### config.mk
export PLATFORM = sky130hd
export DESIGN_NAME = spi_follower
export DESIGN_NICKNAME = d
export VERILOG_FILES = /design/src/rtl/spi_pkg.sv /design/src/rtl/spi_edge_detect.sv /design/src/rtl/spi_follower.sv
export SDC_FILE = /design/constraint.sdc
export NUM_CORES = 1
export LEC_CHECK = 0
export ABC_AREA = 1
export CAP_MARGIN = 20
export CORE_ASPECT_RATIO = 1.75
export CORE_MARGIN = 3
export CORE_UTILIZATION = 48
export CTS_CLUSTER_SIZE = 14
export DETAILED_ROUTE_END_ITERATION = 16
export PLACE_DENSITY = 0.85
export SYNTH_ARGS = -nofsm -noshare
export SYNTH_HDL_FRONTEND = slang
export SYNTH_SLANG_ARGS = --single-unit
### constraint.sdc
create_clock -name clk -period 1.45 [get_ports clk]
set_input_delay 0.145 -clock clk [delete_from_list [all_inputs] [get_ports clk]]
set_output_delay 0.145 -clock clk [all_outputs]
set_load 0.02 [all_outputs]
### src/rtl/spi_pkg.sv
// Shared types and SPI mode constants for the SPI follower.
// Optional macro SPI_FOLLOWER_SYNC_EN is honoured by spi_edge_detect.
package spi_pkg;

    typedef enum logic {
        IDLE,
        ACTIVE
    } follower_state_t;

    // {CPOL, CPHA}
    localparam logic [1:0] MODE0 = 2'b00;
    localparam logic [1:0] MODE1 = 2'b01;
    localparam logic [1:0] MODE2 = 2'b10;
    localparam logic [1:0] MODE3 = 2'b11;

    function automatic logic mode_cpol(input logic [1:0] m);
        return !(m inside {MODE0, MODE1});
    endfunction

    function automatic logic mode_cpha(input logic [1:0] m);
        return !(m inside {MODE0, MODE2});
    endfunction

endpackage

### src/rtl/spi_edge_detect.sv
// Bus input pipeline with sclk edge and CS edge detection.
// SPI_FOLLOWER_SYNC_EN selects a 3-flop (synchronised) pipeline.
module spi_edge_detect
    import spi_pkg::*;
#(
    parameter int CPOL = 0,
    parameter int CPHA = 0
) (
    input  logic clk,
    input  logic rst,
    input  logic sclk,
    input  logic cs,
    input  logic mosi,
    output logic sample_ev,
    output logic shift_ev,
    output logic cs_fall,
    output logic cs_rise,
    output logic cs_lvl,
    output logic mosi_d
);

`ifdef SPI_FOLLOWER_SYNC_EN
    localparam int E = 3;
`else
    localparam int E = 1;
`endif

    localparam logic [1:0] MODE = {CPOL != 0, CPHA != 0};
    localparam logic POL = mode_cpol(MODE);
    localparam logic PHA = mode_cpha(MODE);

    // One extra stage past the pipeline holds the previous value.
    logic [E:0]   sclk_p;
    logic [E:0]   cs_p;
    logic [E-1:0] mosi_p;
    logic         lead_ev;
    logic         trail_ev;

    always_ff @(posedge clk or posedge rst) begin
        if (rst) begin
            sclk_p <= {(E+1){POL}};
            cs_p   <= '1;
            mosi_p <= '0;
        end else begin
            sclk_p[0] <= sclk;
            cs_p[0]   <= cs;
            mosi_p[0] <= mosi;
            for (int i = 1; i <= E; i++) begin
                sclk_p[i] <= sclk_p[i-1];
                cs_p[i]   <= cs_p[i-1];
            end
            for (int i = 1; i < E; i++) begin
                mosi_p[i] <= mosi_p[i-1];
            end
        end
    end

    assign lead_ev   = (sclk_p[E] == POL) && (sclk_p[E-1] != POL);
    assign trail_ev  = (sclk_p[E] != POL) && (sclk_p[E-1] == POL);
    assign sample_ev = PHA ? trail_ev : lead_ev;
    assign shift_ev  = PHA ? lead_ev : trail_ev;
    assign cs_fall   = cs_p[E] && !cs_p[E-1];
    assign cs_rise   = !cs_p[E] && cs_p[E-1];
    assign cs_lvl    = cs_p[E-1];
    assign mosi_d    = mosi_p[E-1];

endmodule

### src/rtl/spi_follower.sv
// SPI follower endpoint, oversampled on clk, one-deep tx buffer.
// Define SPI_FOLLOWER_SYNC_EN for an asynchronous leader clock.
module spi_follower
    import spi_pkg::*;
#(
    parameter int DATA_LEN = 8,
    parameter int CPOL     = 0,
    parameter int CPHA     = 0
) (
    input  logic                clk,
    input  logic                rst,
    input  logic                sclk,
    input  logic                CS,
    input  logic                mosi,
    output logic                miso,
    input  logic [DATA_LEN-1:0] tx_data,
    input  logic                tx_valid,
    output logic                tx_ready,
    output logic [DATA_LEN-1:0] rx_data,
    output logic                rx_valid,
    output logic                tx_underrun
);

    localparam int CW = $clog2(DATA_LEN);
    localparam logic [1:0] MODE = {CPOL != 0, CPHA != 0};
    localparam logic FIRST_SKIP = mode_cpha(MODE);

    logic                sample_ev;
    logic                shift_ev;
    logic                cs_fall;
    logic                cs_rise;
    logic                cs_lvl;
    logic                mosi_d;

    follower_state_t     state;
    logic [CW-1:0]       cnt;
    logic [DATA_LEN-1:0] tx_sr;
    logic [DATA_LEN-2:0] rx_sr;
    logic [DATA_LEN-1:0] rx_next;
    logic [DATA_LEN-1:0] buf_data;
    logic [DATA_LEN-1:0] load_word;
    logic                buf_full;
    logic                pend;
    logic                skip;
    logic                ws;
    logic                last;

    spi_edge_detect #(
        .CPOL(CPOL),
        .CPHA(CPHA)
    ) u_edge (
        .clk      (clk),
        .rst      (rst),
        .sclk     (sclk),
        .cs       (CS),
        .mosi     (mosi),
        .sample_ev(sample_ev),
        .shift_ev (shift_ev),
        .cs_fall  (cs_fall),
        .cs_rise  (cs_rise),
        .cs_lvl   (cs_lvl),
        .mosi_d   (mosi_d)
    );

    // Word start: CS fall from idle, or a back-to-back word boundary.
    always_comb begin
        ws = 1'b0;
        unique case (state)
            IDLE:    ws = cs_fall;
            ACTIVE:  ws = pend && shift_ev && !cs_lvl;
            default: ws = 1'b0;
        endcase
    end

    assign last      = cnt == CW'(DATA_LEN - 1);
    assign rx_next   = {rx_sr, mosi_d};
    assign load_word = buf_full ? buf_data : '0;
    assign tx_ready  = !buf_full;
    assign miso      = tx_sr[DATA_LEN-1];

    always_ff @(posedge clk or posedge rst) begin
        if (rst) begin
            buf_data <= '0;
            buf_full <= 1'b0;
        end else if (tx_valid && !buf_full) begin
            buf_data <= tx_data;
            buf_full <= 1'b1;
        end else if (ws) begin
            buf_full <= 1'b0;
        end
    end

    always_ff @(posedge clk or posedge rst) begin
        if (rst) begin
            state       <= IDLE;
            cnt         <= '0;
            tx_sr       <= '0;
            rx_sr       <= '0;
            rx_data     <= '0;
            rx_valid    <= 1'b0;
            tx_underrun <= 1'b0;
            pend        <= 1'b0;
            skip        <= 1'b0;
        end else begin
            rx_valid    <= 1'b0;
            tx_underrun <= ws && !buf_full;
            unique case (state)
                IDLE: begin
                    cnt   <= '0;
                    pend  <= 1'b0;
                    tx_sr <= '0;
                    if (cs_fall) begin
                        state <= ACTIVE;
                        skip  <= FIRST_SKIP;
                    end
                end
                ACTIVE: begin
                    if (sample_ev) begin
                        rx_sr <= rx_next[DATA_LEN-2:0];
                        if (last) begin
                            rx_data  <= rx_next;
                            rx_valid <= 1'b1;
                            cnt      <= '0;
                            pend     <= 1'b1;
                        end else begin
                            cnt <= cnt + CW'(1);
                        end
                    end
                    // MSB is already on miso at word start.
                    if (shift_ev && !ws) begin
                        if (skip) begin
                            skip <= 1'b0;
                        end else begin
                            tx_sr <= {tx_sr[DATA_LEN-2:0], 1'b0};
                        end
                    end
                    if (cs_rise) begin
                        state <= IDLE;
                        tx_sr <= '0;
                    end
                end
                default: state <= IDLE;
            endcase
            if (ws) begin
                tx_sr <= load_word;
                pend  <= 1'b0;
            end
        end
    end

endmodule

==> results.md <==
* Clk Latency, worst-skew pair at 0.29 ns
* Final Slew Violations at 0
* Seq pwr share at 52.8%
* Setup violators final at 0
* All-Layer GR Usage at 17.4%
* Vias in the first global route at 1365
* Min-delay worst type: in -> async
* Net Switching at 795 uW
* Post-Layout Inst Area at around 2300 um2
* Status: completed
* Via-per-instance ratio at between 5 and 6
* Post-Layout Cell Count at 254
* Die area at 4590 um2
* Initial drt markers at 31
* Clk sinks at 44
* Final Wtd Congestion at 0.792
* Largest net degree at the start of global routing at 45
* Clock share of power at 28.8%
* # Post-CTS Setup Buffers at 0
* Worst slack, placed at -0.0405 ns
* First-pass GRT wire length at 5.85 mm
* Pwr Density at 1320 nW/um2
* Slowest CP cell: clkdlybuf4s50_1
* DP Cell Count at approximately 250
* VDD IR max at 1.17 mV
* Post-CTS Hold Fix Bufs at 0
* Clock tree buffer depth at 2
* DP Area at between 2000 and 2500 um2
* Switching part of the total at between 20% and 30%
* Max FO, Critical Path at 2
* Final worst slack at 0.0426 ns
* Slew @ Worst Pin at slightly above 0.3 ns
* Rel. slew slack at 79.6%
* Antenna cells at 0
* YS warnings at 0
* Antenna violations before repair at 0
* Drt first pass iters at 4
* Root buf cell: clkbuf_8
* Register area share after synthesis at 60.7%
* CTS tree: built
* H-Tree Level Count at 2
* Critical Path RT at approximately 1.3 ns
* Num CTS Buffers at 5
* Seq cells post-synth at 44
* Total Wirelength at 3.20 mm
* Io pins at 26
* Skew final at 0.00760 ns
* P&R area growth vs syn at 25.2%
* Worst setup EP type: primary output
* Fin crit share at 97.1%
* DR WL/cell at 12.6 um
* Post-DRT Antenna Nets at 0
* Initial Util at 50.1%
* Port-buffer cells at 25
* Post-Route Utilization at 62.7%
* Share of layout cells above drive strength 1 at 19.7%
* Static leakage at 0.00113 uW
* Final min period at 1.41 ns
* Clk pin slew, worst setup/hold paths at about 0.070 ns
* Nets@finish at 225
* Syn Inst Count at 174
* Synthesized area per cell at 10.4 um2
* Syn nets at 190
* WP data arrival at 1.26 ns
* Number of buffers and inverters on the critical path at 1
* Mapped cell area at 1820 um2
* Detail Placement HPWL at around 2.3 mm
* Yosys cell types at 24
* MaxCap Viol Count at 0
* Commonest cells after routing, fill and taps aside: dfrtp_1, nand2_1, clkdlybuf4s50_1
* CP top delay family: buffers and inverters
* # rows at 29
* Core Area at around 3600 um2
* CP Launch Type: flip-flop
* Total gr overflow at 0
* Via count at 1279
* Setup TNS at 0 ns
* Unrepaired setup endpoints after global routing: no
* Die height at just under 90 um
* Final Hold Fails at 0
* Crit Path Class: reg -> out
* Commonest non-fill, non-tap cell in the layout: dfrtp_1
* Die W at 52.5 um
* Comb pwr share at 18.4%
* CP peak stage delay at 0.61 ns
* Cell internal pwr at 2210 uW
* DRC viols at 0
* Crit path cell chain: clkdlybuf4s50_1
* Max Clk Rate at 711 MHz
==> Yosys cell counts <==
master / number / area (um2)
a21oi_1: 2 / 10.0
o21ai_1: 1 / 5.00
nor2_8: 1 / 20.0
nand2_1: 39 / 146
o21ai_2: 5 / 43.8
nor3_1: 1 / 5.00
buf_6: 1 / 11.3
dfstp_2: 2 / 52.6
nand3_1: 20 / 100
o21ai_0: 9 / 45.0
nor2_4: 1 / 11.3
inv_1: 17 / 63.8
nand2_2: 2 / 12.5
nand3_4: 1 / 17.5
dfrtp_1: 42 / 1050
a21oi_4: 1 / 16.3
inv_2: 3 / 11.3
ha_1: 2 / 25.0
o31ai_1: 1 / 7.51
buf_2: 2 / 10.0
mux2_2: 7 / 78.8
nor2_1: 8 / 30.0
nand4_1: 5 / 31.3
nand2_4: 1 / 11.3
==> stage by stage <==
step	power [uW]	hold slack, ns
6_report	3000	0.200
5_1_grt	3170	0.244
2_1_floorplan	1950	0.149
4_1_cts	3040	0.202
3_5_place_dp	2170	0.382
3_3_place_gp	2130	0.378
==> power by group through the flow <==
stage               Sequential [uW]  Clock [uW]  Combinational [uW]
detailed placement             1610           0                 562
global route                   1620         933                 621
finish                         1580         865                 551
CTS                            1580         895                 557
global placement               1590           0                 540
floorplan                      1570           0                 381
==> state kept, by name (all words and copies together), names as in the netlist <==
signal / flops
rx_data: 8
u_edge.cs_p: 2
u_edge.mosi_d: 1
rx_sr: 7
pend: 1
tx_underrun: 1
buf_full: 1
state: 1
tx_sr: 8
cnt: 3
buf_data: 8
rx_valid: 1
u_edge.sclk_p: 2
==> routing by layer <==
layer / routed length (um) / up-vias / part of all wire [%] / track usage, %
li1: - / 632 / - / -
met1: 1190 / 612 / 37 / 18.0
met2: 1800 / 28 / 56 / 30.7
met3: 145 / 7 / 4.5 / 4.63
met4: 64 / 0 / 2.0 / 9.30
met5: 0 / - / 0 / 0
==> final timing paths <==
| path | from | to | slack (ns) | cells past startpoint |
|---|---|---|---|---|
| worst max-delay path | tx_sr[7] | miso | 0.04 | 1 |
| worst min-delay path | rst | u_edge.mosi_d | 0.20 | 3 |
| worst max register to register | u_edge.cs_p[0] | tx_sr[3] | 0.09 | 7 |
| worst min register to register | u_edge.cs_p[0] | u_edge.cs_p[1] | 0.39 | 0 |
| max in group asynchronous | rst | u_edge.cs_p[1] | 0.98 | 3 |
| min in group clk | CS | u_edge.cs_p[0] | 0.26 | 1 |
==> area by class of cell <==
type                            count  area [um2]
Sequential cell                    44        1100
Inverter                           20        80.1
Timing Repair Buffer               31         312
Tap cell                           46        57.6
Fill cell                         321        1350
Clock buffer                        5        68.8
Clock inverter                      1        30.0
Multi-Input combinational cell    107         622
==> cells by family after synthesis <==
| family | count (synthesis) | synth area share (%) |
|---|---|---|
| and+or+nand+nor | 79 | 21.2 |
| DFF | 44 | 60.7 |
| buffers and inverters | 23 | 5.30 |
| AOI/OAI and AO/OA | 19 | 7.02 |
| muxes | 7 | 4.34 |
| adders and majority gates | 2 | 1.38 |
==> worst register-to-register path, cell delays in order (launching register included) <==
cell	delay (ns)
dfstp_2	0.56
inv_1	0.09
nand2_1	0.13
nor2_2	0.06
inv_2	0.10
nand2_4	0.12
nand3_1	0.11
nand3_1	0.08
==> timing repair <==
| action | 4_1_cts | 5_1_grt |
|---|---|---|
| setup endpoints to repair | 11 | 12 |
| gates cloned | 0 | 0 |
| resized for setup | 3 | 7 |
| pin swaps | 0 | 0 |
No activity file was read; power rests on OpenSTA's default activity.
